===== src/rtl/acc_sum64_if.sv =====
`default_nettype none
// ============================================================================
// Module   : acc_sum64_if
// Brief    : Command, input-stream and result bundle for acc_sum64.
// Revision : 1.0
// ============================================================================
interface acc_sum64_if #(
    parameter int LEN_W = 8
) ();
    logic             start;
    logic [LEN_W-1:0] len;
    logic             in_valid;
    logic [31:0]      in_data;
    logic             in_ready;
    logic             out_valid;
    logic             out_ready;
    logic [63:0]      sum;
    logic             busy;
    logic             ovf;

    modport slave (
        input  start, len, in_valid, in_data, out_ready,
        output in_ready, out_valid, sum, busy, ovf
    );

    modport master (
        output start, len, in_valid, in_data, out_ready,
        input  in_ready, out_valid, sum, busy, ovf
    );
endinterface
`default_nettype wire


===== src/rtl/acc_sum64.sv =====
`default_nettype none
// ============================================================================
// Module   : acc_sum64
// Brief    : Burst-framed streaming 64-bit accumulator; ACC_SAT_EN selects
//            saturation of the sum on high-word overflow instead of wrapping.
// Revision : 1.0
// ============================================================================
module acc_sum64 #(
    parameter int LEN_W = 8
) (
    input  wire logic    clk,
    input  wire logic    rst_n,
    acc_sum64_if.slave   bus
);
    localparam logic [1:0] c_s_idle  = 2'd0;
    localparam logic [1:0] c_s_accum = 2'd1;
    localparam logic [1:0] c_s_done  = 2'd2;

    logic [1:0]       r_state;
    logic [1:0]       w_state_nxt;
    logic [31:0]      r_lo;
    logic [31:0]      r_hi;
    logic [LEN_W-1:0] r_cnt;
    logic             r_ovf;

    logic             w_beat;
    logic             w_last;
    logic             w_c31;
    logic             w_hi_c;
    logic [31:0]      w_lo_sum;
    logic [31:0]      w_hi_sum;

    assign w_beat = (r_state == c_s_accum) && bus.in_valid;
    assign w_last = w_beat && (r_cnt == LEN_W'(1));

    // The low-word carry feeds the high word in the same cycle.
    assign {w_c31, w_lo_sum}  = {1'b0, r_lo} + {1'b0, bus.in_data};
    assign {w_hi_c, w_hi_sum} = {1'b0, r_hi} + {32'd0, w_c31};

    always_ff @(posedge clk or negedge rst_n) begin
        if (!rst_n) begin
            r_state <= c_s_idle;
        end else begin
            r_state <= w_state_nxt;
        end
    end

    always_comb begin
        w_state_nxt = r_state;
        case (r_state)
            c_s_idle: begin
                if (bus.start) begin
                    w_state_nxt = (bus.len == '0) ? c_s_done : c_s_accum;
                end
            end
            c_s_accum: begin
                if (w_last) begin
                    w_state_nxt = c_s_done;
                end
            end
            c_s_done: begin
                if (bus.out_ready) begin
                    w_state_nxt = c_s_idle;
                end
            end
            default: w_state_nxt = c_s_idle;
        endcase
    end

    always_comb begin
        bus.in_ready  = 1'b0;
        bus.out_valid = 1'b0;
        bus.busy      = 1'b0;
        case (r_state)
            c_s_accum: begin
                bus.in_ready = 1'b1;
                bus.busy     = 1'b1;
            end
            c_s_done: begin
                bus.out_valid = 1'b1;
                bus.busy      = 1'b1;
            end
            default: ;
        endcase
    end

    always_ff @(posedge clk or negedge rst_n) begin
        if (!rst_n) begin
            r_lo  <= '0;
            r_hi  <= '0;
            r_cnt <= '0;
            r_ovf <= 1'b0;
        end else if ((r_state == c_s_idle) && bus.start) begin
            r_lo  <= '0;
            r_hi  <= '0;
            r_cnt <= bus.len;
            r_ovf <= 1'b0;
        end else if (w_beat) begin
            r_cnt <= r_cnt - LEN_W'(1);
            if (w_hi_c) begin
                r_ovf <= 1'b1;
            end
`ifdef ACC_SAT_EN
            // Once overflowed, the sum stays pinned while remaining beats drain.
            if (w_hi_c || r_ovf) begin
                r_lo <= '1;
                r_hi <= '1;
            end else begin
                r_lo <= w_lo_sum;
                r_hi <= w_hi_sum;
            end
`else
            r_lo <= w_lo_sum;
            r_hi <= w_hi_sum;
`endif
        end
    end

    assign bus.sum = {r_hi, r_lo};
    assign bus.ovf = r_ovf;
endmodule
`default_nettype wire


===== src/flat_wrapper.sv =====
// flat-port wrapper written by rule: the top's interface ports become plain ports
module acc_sum64_flat 
#(
    parameter int LEN_W = 8
)
  (clk, rst_n, bus_start, bus_len, bus_in_valid, bus_in_data, bus_out_ready, bus_in_ready, bus_out_valid, bus_sum, bus_busy, bus_ovf);
  acc_sum64_if #(.LEN_W(LEN_W)) bus_i ();
  input  wire logic clk;
  input  wire logic rst_n;
  input wire logic [$bits(bus_i.start)-1:0] bus_start;
  input wire logic [$bits(bus_i.len)-1:0] bus_len;
  input wire logic [$bits(bus_i.in_valid)-1:0] bus_in_valid;
  input wire logic [$bits(bus_i.in_data)-1:0] bus_in_data;
  input wire logic [$bits(bus_i.out_ready)-1:0] bus_out_ready;
  output wire logic [$bits(bus_i.in_ready)-1:0] bus_in_ready;
  output wire logic [$bits(bus_i.out_valid)-1:0] bus_out_valid;
  output wire logic [$bits(bus_i.sum)-1:0] bus_sum;
  output wire logic [$bits(bus_i.busy)-1:0] bus_busy;
  output wire logic [$bits(bus_i.ovf)-1:0] bus_ovf;
  assign bus_i.start = bus_start;
  assign bus_i.len = bus_len;
  assign bus_i.in_valid = bus_in_valid;
  assign bus_i.in_data = bus_in_data;
  assign bus_i.out_ready = bus_out_ready;
  assign bus_in_ready = bus_i.in_ready;
  assign bus_out_valid = bus_i.out_valid;
  assign bus_sum = bus_i.sum;
  assign bus_busy = bus_i.busy;
  assign bus_ovf = bus_i.ovf;
  acc_sum64 #(.LEN_W(LEN_W)) u_core (.clk(clk), .rst_n(rst_n), .bus(bus_i));
endmodule

===== config.mk =====
export PLATFORM = sky130hd
export DESIGN_NAME = acc_sum64_flat
export DESIGN_NICKNAME = d
export VERILOG_FILES = /design/src/rtl/acc_sum64_if.sv /design/src/rtl/acc_sum64.sv /design/src/flat_wrapper.sv
export SDC_FILE = /design/constraint.sdc
export NUM_CORES = 1
export LEC_CHECK = 0
export CORE_MARGIN = 2
export CORE_UTILIZATION = 47
export CTS_CLUSTER_SIZE = 30
export DETAILED_ROUTE_END_ITERATION = 10
export GPL_TIMING_DRIVEN = 1
export PLACE_DENSITY_LB_ADDON = 0.12
export SLEW_MARGIN = 40
export SYNTH_ARGS = -nofsm -noshare
export SYNTH_HDL_FRONTEND = slang
export SYNTH_SLANG_ARGS = --single-unit

===== constraint.sdc =====
create_clock -name clk -period 3.5 [get_ports clk]
set_clock_uncertainty 0.1 [all_clocks]
set_input_delay 0.7 -clock clk [delete_from_list [all_inputs] [get_ports clk]]
set_output_delay 0.7 -clock clk [all_outputs]
set_load 0.1 [all_outputs]

Word level (Yosys, flattened, before mapping):

Cells that the tools add are included.
Widths: inputs -> output; s select.

* register bits after elaboration: 75
* output and inout port bits: 68
* logic and storage cells: 41

* add/sub/neg operators: 3
* eq/ne operators: 6
* multiplexer cells: 17
* reduce and logical (&&, ||, !) cells: 10

Operators by type and width (count)
* $mux 32: 4
* $add 32x1->33: 1
* $add 32x32->33: 1
* $mux 8: 2
* $eq 8x1->1 const B: 1
* $logic_not 8->1: 1
* $mux 2: 4
* $sub 8x1->8 const B: 1
* $mux 1: 6
* $pmux 2 s3: 1
* $ne 2x2->1 const B: 2
* $reduce_bool 2->1: 2
* $logic_and 1x1->1: 3
* $reduce_and 3->1: 1
* $eq 2x1->1 const B: 1
* $eq 2x2->1 const B: 1
* $logic_not 2->1: 1
* $ne 2x1->1 const B: 1
* $reduce_and 2->1: 1
* $reduce_or 2->1: 1

Depth between registers and ports, before layout:

Gate-level depths: netlist of the first run.

* depth in word-level cells: 5
* gate-level depth with buffers: 19

Worst setup path before layout of the first run:

Ideal clock, no wire load.

* kind: flip-flop to flip-flop
* start: register u_core.r_lo[0]
* end: register u_core.r_hi[25]
* arrival time: 4206 ps
* data required time: 3326 ps
* slack: -880 ps
* cell stages (with the launch flop): 19
* buffers on the path: 0
* path through: dfrtp_1 -> ha_1 -> fa_1 -> a21o_1 -> a221o_1 -> a221oi_2 -> o31a_4 -> nor4b_4 -> a21oi_1 -> o21ai_1 -> a21o_1 -> ha_1 -> nand3_1 -> nor2_1 -> nand2_1 -> nor3_1 -> nand4_1 -> xor2_1 -> nor2_1

* longest elaborated chain between the ends: 4

Ends and longest elaborated chain
* start, declared: RTL line acc_sum64.sv:21 `logic [31:0] r_lo;`
* start signal, assigned: RTL line acc_sum64.sv:113 `r_lo <= w_lo_sum;`
* $add 32x32->33: RTL line acc_sum64.sv:37 `assign {w_c31, w_lo_sum} = {1'b0, r_lo} + {1'b0, bus.in_data};`
* $add 32x1->33: RTL line acc_sum64.sv:38 `assign {w_hi_c, w_hi_sum} = {1'b0, r_hi} + {32'd0, w_c31};`
* $mux 32: RTL line acc_sum64.sv:98 `end else if (w_beat) begin`
* $mux 32: RTL line acc_sum64.sv:93 `end else if ((r_state == c_s_idle) && bus.start) begin`
* end signal, assigned: RTL line acc_sum64.sv:114 `r_hi <= w_hi_sum;`
* end, declared: RTL line acc_sum64.sv:22 `logic [31:0] r_hi;`

No other way between the ends. The select of a mux whose other input is x is not followed.
A chain may end at the register's enable or synchronous reset.

Worst setup path in the final report of the first run:

* start: input port bus_in_data[2]
* end: register u_core.r_hi[31]

* longest elaborated chain between the ends: 4

Ends and longest elaborated chain
* start, declared: RTL line flat_wrapper.sv:13 `input wire logic [$bits(bus_i.in_data)-1:0] bus_in_data;`
* $add 32x32->33: RTL line acc_sum64.sv:37
* $add 32x1->33: RTL line acc_sum64.sv:38
* $mux 32: RTL line acc_sum64.sv:98
* $mux 32: RTL line acc_sum64.sv:93

No other way between the ends. The select of a mux whose other input is x is not followed.

==> results.tsv, run 1 <==
stage	metric	value	unit
sta	Slew @ Worst Pin	763.4	ps
synthesis	post-synthesis sequential area ratio	36.21	%
sta	max_slew headroom	48.92	%
worst_setup_path	crit path kind	in2reg	
synthesis	flops & latches, synth	75	
sta	Final Max Tran Viols	0	
floorplanning	initial core utilization	48.02	%
routing	drt via density	5.590	
worst_setup_path	CP max FO	5	
routing	final WL	16020	um
clocking	TritonCTS clock tree	done	
synthesis	Syn Area/Cell	8.441	um^2
synthesis	Synth area leaders	dfrtp_1 36%, ha_1 9.4%, a21oi_1 5.8%	
synthesis	mapped cell area	5182	um^2
power	maximum VDD drop	0.0008146	V
layout	Register Area	1914	um^2
floorplanning	core box area	10790	um^2
synthesis	main flop type after synthesis	dfrtp_1	
floorplanning	io pins	113	
sta	TNS Setup	-3963	ps
sta	Final Hold Viols	0	
global_routing	remaining global-route overflow	0	
sta	Final min period	3747	ps
sta	fin crit share	107.1	%
power	pwr/cell area	837.8	nW/um^2
clocking	H-tree depth	3	
layout	fin nets	907	
worst_setup_path	R2R setup slack	-230	ps
outcome	status	complete, but fails checks	
clocking	Post-CTS Hold Buffers	0	
global_routing	vias in the first global route	5401	
run	Max-Cap Viols	0	
place	Place WS	-1079	ps
worst_setup_path	worst r2r src	u_core.r_lo[0]$_DFFE_PN0P_	
worst_setup_path	delay-heaviest family, CP	compound AO/OA/AOI/OAI gates	
worst_setup_path	CP startpoint	bus_in_data[2]	
synthesis	area fraction of the dominant cell type after synthesis	36.21	%
worst_setup_path	WP buf/inv	1	
place	Detailed Place HPWL	11530	um
routing	post-route ant nets	0	
worst_setup_path	Crit Reg-Reg Endpoint	u_core.r_hi[30]$_DFFE_PN0P_	
layout	Layout area overhead	47.25	%
clocking	Root Driver	clkbuf_8	
sta	worst setup margin	-247.4	ps
synthesis	syn_nets	699	
clocking	CTS Buf Count	9	
clocking	Clk Latency, worst-skew pair	360	ps
sta	Max Clock Freq	0.2669	GHz
floorplanning	Core Rows	38	
place	Port-buffer cells	112	
clocking	Clock transition at path regs	80	ps
routing	number of remaining DRC errors	0	
worst_setup_path	worst r2r path cells	18	
synthesis	Post-synth EDFFs	0	
layout	fraction of layout cells with a size suffix above 1	32.69	%
synthesis	Synth warnings	0	
layout	# diodes	0	
global_routing	initial antenna violation count	0	
global_routing	GR Util All Layers	27.24	%
synthesis	area leader, netlist	dfrtp_1	
worst_setup_path	Setup crit end kind	register	
place	gp weighted congestion	0.9573	
layout	Fill cells	841	
sta	Setup-failing EPs final	26	
floorplanning	Die Span X	109.0	um
worst_setup_path	Slowest-stage cell, CP	or3_1	
worst_setup_path	Worst Path Required	3670	ps
global_routing	largest net degree at the start of global routing	76	
worst_setup_path	startpoint types	input port	
synthesis	Async SR Flop Fraction	100.0	%
worst_setup_path	Largest stage delay, worst path	430	ps
hold_path	worst min path class	in2async	
layout	Multi-input gate area	3515	um^2
sta	RSZ-0062 raised after global routing	true	
power	LEAKAGE	3.685	nW
floorplanning	die area	11880	um^2
clocking	clock buffer depth	2	
routing	TritonRoute pass-1 iters	5	
outcome	failing checks	negative setup slack	
routing	1st-iter DRT viols	213	
routing	DR vias	5400	
synthesis	Syn Inst Count	614	
worst_setup_path	Crit path depth	16	
floorplanning	die height	109.0	um
global_routing	global-route wire length before repair	25500	um
routing	Avg WL per Cell	16.58	um
worst_setup_path	CP arrival	3920	ps
synthesis	Yosys cell types	50	
worst_setup_path	worst path cell trace	clkdlybuf4s15_1 -> ha_4 -> a21o_1 -> a221o_1 -> a221oi_2 -> o31a_4 -> nor4b_4 -> a21oi_2 -> o21ai_1 -> a21o_1 -> ha_4 -> nand3_4 -> nor2_4 -> nand4_1 -> or3_1 -> a21oi_1	
clocking	clk sinks	75	
through the flow:
step,utilization [%],cells,hold WS [ps],power (W),instance area [um^2]
detailed placement,66.18,939,393.5,0.005554,7143
global route,70.70,966,321.3,0.006770,7631
finish,70.70,966,263.3,0.006393,7631
CTS,69.73,960,289.1,0.006332,7526
floorplan,-,614,304.4,0.004193,5380
global placement,66.13,939,394.0,0.005489,7137
synthesized netlist by cell type (2+ instances only):
cell and number:
clkbuf_1 24, nand4_1 13, nor2_1 61, o21ai_1 7, nor2b_1 4, o31ai_1 4
nor3_1 11, a31oi_1 5, o21ai_0 28, a22oi_1 2, o21bai_1 5, inv_1 14
a211oi_1 5, dfrtp_1 75, nor3b_1 2, nor4_1 5, a21boi_1 2, or3_1 6
nand2_1 79, xnor2_1 26, or4_1 2, a211o_1 3, nand3_1 26, ha_1 39
and2_1 8, xor2_1 28, o22ai_1 2, and3_1 11, a22o_1 8, a21oi_1 60
and4_1 3, nand2b_1 2, o211ai_1 3, a21o_1 24, a221o_1 2
placed cells by master, fill, tap and decap left out, types with 4 or more instances in the layout:
master	synthesis	layout
nor2b_1	4	4
buf_4	0	174
a21oi_1	60	58
a21o_1	24	24
xnor2_1	26	24
dfrtp_2	0	9
a31oi_1	5	5
xor2_1	28	27
nor2_1	61	56
dfrtp_1	75	59
o21ai_1	7	7
o21ai_0	28	28
nor3_1	11	8
a211oi_1	5	5
dfrtp_4	0	7
nand4_1	13	13
nand3_1	26	15
and3_1	11	10
and2_1	8	5
buf_6	0	6
ha_1	39	26
nor4_1	5	4
or3_1	6	6
clkdlybuf4s15_1	0	5
clkbuf_8	0	9
a22o_1	8	8
nand2_1	79	75
o21bai_1	5	5
nand3_2	0	9
inv_1	14	14
buf_2	1	4
ha_4	0	13
clkdlybuf4s50_1	0	31
worst max-delay path by stage:
stage / to / slack (ps)
after floorplan: u_core.r_hi[30]$_DFFE_PN0P_ / -430
after global placement: u_core.r_hi[30]$_DFFE_PN0P_ / -1040
after detailed placement: u_core.r_hi[30]$_DFFE_PN0P_ / -1080
after CTS: u_core.r_hi[26]$_DFFE_PN0P_ / -290
after global routing: u_core.r_hi[28]$_DFFE_PN0P_ / -400
final: u_core.r_hi[31]$_DFFE_PN0P_ / -250
registers in the layout, indices dropped and copies added, names as in the netlist:
signal	flops
u_core.r_hi	32
u_core.r_state	2
u_core.r_lo	32
u_core.bus.ovf	1
u_core.r_cnt	8
cells by family after synthesis:
logic type                 share of synthesized area (%)
buffers and inverters                              2.994
DFF                                                36.21
AOI/OAI and AO/OA                                  20.45
and+or+nand+nor                                    21.41
xor gates and xnor gates                           9.126
adders and majority gates                          9.802
what timing repair did:
| action | 4_1_cts | 5_1_grt |
|---|---|---|
| endpoints found under the setup margin | 33 | 31 |
| buffers inserted | 6 | 6 |
| pin swaps | 33 | 15 |
| resized for setup | 56 | 13 |
where the power goes:
group,total [W],internal [W],switching [W]
logic,0.00438,0.00159,0.00279
registers,0.00132,0.00111,0.000215
clock network,0.000689,0.000327,0.000362
worst register-to-register path: stages, from the launching register on:
cell      delay [ps]
dfrtp_4          500
ha_4             180
fa_2             350
a21o_1           180
a221o_1          330
a221oi_2         290
o31a_4           210
nor4b_4           50
a21oi_2          140
o21ai_1           80
a21o_1           190
ha_4             180
ha_4             170
nand2_4           70
nor2_4            50
and2_4           210
nand4_1          110
xor2_1           150
nor2_1            60
layer usage:
| metal | GRT usage, % | share of wire (%) |
|---|---|---|
| met5 | 0 | 0 |
| met3 | 4.662 | 4.9 |
| met4 | 9.524 | 2.2 |
| met1 | 35.06 | 44 |
| met2 | 46.10 | 49 |
final cells by class:
type | count | area share, %
multi-input cells | 498 | 46.06
clock inverters | 6 | 0.8690
repair buffers | 223 | 23.33
clock buffers | 9 | 1.623
flip-flops and latches | 75 | 25.09
inverters | 15 | 0.7378
well taps | 140 | 2.295
No activity file was read; power rests on OpenSTA's default activity.
==> inputs of run 2 (changes only) <==
Settings changed: CORE_UTILIZATION 47 to 58, DONT_BUFFER_PORTS set to 1.
==> run 2 against run 1 <==
Effect of this change: the run still ends with negative setup slack left; sequential share of layout area increased by 3.1 points; via count down 3.8%; count of clock-buffer cells in the layout unchanged; non-clock buffer count is 91 lower; first-iteration DRC count is 40% higher; critical path depth up 2; total power fell by 5.3%; register-to-register slack lost 60 ps; largest cell class unchanged.
==> results.tsv, run 2 (synthesis results as in run 1) <==
stage	metric	value	unit
clocking	Clk Latency, worst-skew pair	370	ps
clocking	Root Driver	clkbuf_8	
place	Cell Area, Placed	6335	um^2
global_routing	Top Usage Layer GRT	met2	
routing	drt via density	6.153	
clocking	H-tree depth	3	
global_routing	met3 Use GR	6.525	%
layout	fin nets	816	
global_routing	global-route wire length before repair	24450	um
sta	fin crit share	108.2	%
routing	post-route ant nets	0	
sta	Setup-failing EPs final	30	
outcome	status	complete, but fails checks	
clocking	TritonCTS clock tree	done	
floorplanning	core box area	8678	um^2
routing	Avg WL per Cell	18.25	um
place	gp weighted congestion	1.033	
worst_setup_path	worst r2r path cells	18	
routing	number of remaining DRC errors	0	
worst_setup_path	CP arrival	3930	ps
floorplanning	Core Rows	34	
place	Port-buffer cells	0	
routing	final WL	15410	um
sta	Slew @ Worst Pin	866.7	ps
sta	RSZ-0062 raised after global routing	true	
worst_setup_path	Setup crit end kind	register	
layout	# diodes	0	
layout	Layout area overhead	31.34	%
sta	Final Hold Viols	0	
sta	Final Max Tran Viols	0	
clocking	CTS Buf Count	9	
global_routing	global-route met1 utilization	39.95	%
sta	Max Clock Freq	0.2640	GHz
worst_setup_path	Worst Path Required	3640	ps
layout	most common cell after layout, fill and taps aside	buf_4	
floorplanning	die area	9707	um^2
floorplanning	io pins	113	
layout	fraction of layout cells with a size suffix above 1	29.76	%
sta	worst setup margin	-287.2	ps
layout	commonest non-fill, non-tap cells in the layout	126 x buf_4, 76 x nand2_1, 60 x a21oi_1, 57 x nor2_1, 53 x dfrtp_1	
sta	max_slew headroom	42.32	%
power	LEAKAGE	3.272	nW
layout	biggest regs	u_core.r_hi x32, u_core.r_lo x32, u_core.r_cnt x8	
sta	Final min period	3787	ps
global_routing	largest net degree at the start of global routing	76	
hold_path	worst min path class	in2async	
run	Max-Cap Viols	0	
worst_setup_path	CP max FO	6	
floorplanning	die height	98.53	um
place	Detailed Place HPWL	10830	um
power	Pwr Total	0.006056	W
outcome	failing checks	negative setup slack	
global_routing	vias in the first global route	5120	
worst_setup_path	startpoint types	register	
floorplanning	initial core utilization	59.72	%
routing	TritonRoute pass-1 iters	5	
global_routing	GR Util All Layers	30.99	%
global_routing	GR Util met2	51.81	%
clocking	clock buffer depth	2	
worst_setup_path	crit path kind	reg2reg	
routing	1st-iter DRT viols	298	
floorplanning	Die Span X	98.53	um
global_routing	initial antenna violation count	0	
layout	post-route cell area	6807	um^2
clocking	Clock transition at path regs	100	ps
clocking	clk sinks	75	
routing	DR vias	5193	
global_routing	remaining global-route overflow	0	
power	maximum VDD drop	0.0007735	V
power	pwr/cell area	889.7	nW/um^2
==> run 2: changes by cell type in the layout (fill, tap and decap cells not counted), moves of 3 or more <==
cell             change
clkdlybuf4s15_1      -5
xnor2_2              +3
ha_1                 +4
buf_4               -48
buf_2                -4
clkdlybuf4s50_1     -31
dlygate4sd2_1        -3
ha_4                 -4
dfrtp_1              -6
dfrtp_2              +6
xnor2_1              -3
==> run 2: final cells by class <==
type / instances / area [um^2]
tap: 108 / 135.1
sequential: 75 / 1922
fill: 586 / 1872
timing repair buffer: 132 / 1030
multi-input combinational: 498 / 3481
clock buffer: 9 / 123.9
clock inverter: 7 / 58.81
inverter: 15 / 56.30
==> run 2: timing repair <==
item                                   4_1_cts  5_1_grt
hold buffers                                 1        0
setup buffers                                5        3
setup endpoints to repair                   30       30
gates resized for setup                     19       19
endpoints found under the hold margin       75        0
pin swaps                                   10       10
==> run 2: worst paths after layout <==
check	startpoint	to	slack, ps
setup / recovery	u_core.r_lo[0]$_DFFE_PN0P_	u_core.r_hi[20]$_DFFE_PN0P_	-290
max in group asynchronous	rst_n	u_core.r_lo[0]$_DFFE_PN0P_	2850
hold reg to reg	u_core.r_state[1]$_DFFE_PN0P_	u_core.r_state[1]$_DFFE_PN0P_	480
setup reg to reg	u_core.r_lo[0]$_DFFE_PN0P_	u_core.r_hi[20]$_DFFE_PN0P_	-290
hold / removal	rst_n	u_core.r_lo[31]$_DFFE_PN0P_	130
min in group clk	bus_len[3]	u_core.r_cnt[3]$_DFFE_PN0P_	360
==> run 2: routing by layer <==
| metal | vias to the layer above | part of all wire (%) |
|---|---|---|
| met1 | 2506 | 42 |
| met3 | 42 | 7.2 |
| met5 | - | 0 |
| li1 | 2432 | - |
| met2 | 213 | 48 |
| met4 | 0 | 2.5 |
==> run 2: critical path: stages, from the launching register on <==
cell and delay, ps:
dfrtp_4 510, ha_4 180, fa_2 360, a21o_1 200, a221o_1 340, a221oi_2 320, o31a_4 190, nor4b_4 50
a21oi_1 130, o21ai_1 90, a21o_1 190, ha_4 170, ha_4 160, nand2_4 80, nor2_4 40, and2_4 210
nand3_2 70, xor2_1 200, nor2_1 70
==> run 2: per-stage QoR <==
stage                     cells  util (%)  hold WS (ps)  worst slack, ps  TNS [ps]
after floorplan             614         -         304.4           -432.6     -6416
after global placement      819     72.92         306.4           -551.5    -10460
after detailed placement    819     73.00         306.2           -591.4    -12650
after CTS                   841     76.87         130.3           -194.9     -3147
after global routing        844     78.43         149.3           -422.9     -9776
final                       844     78.43         129.0           -287.2     -5554
==> run 2: power by group <==
group	leakage, nW	internal [W]	switching, W
registers	0.978	0.00111	0.000178
clock network	0.0925	0.000270	0.000396
logic	2.20	0.00134	0.00277
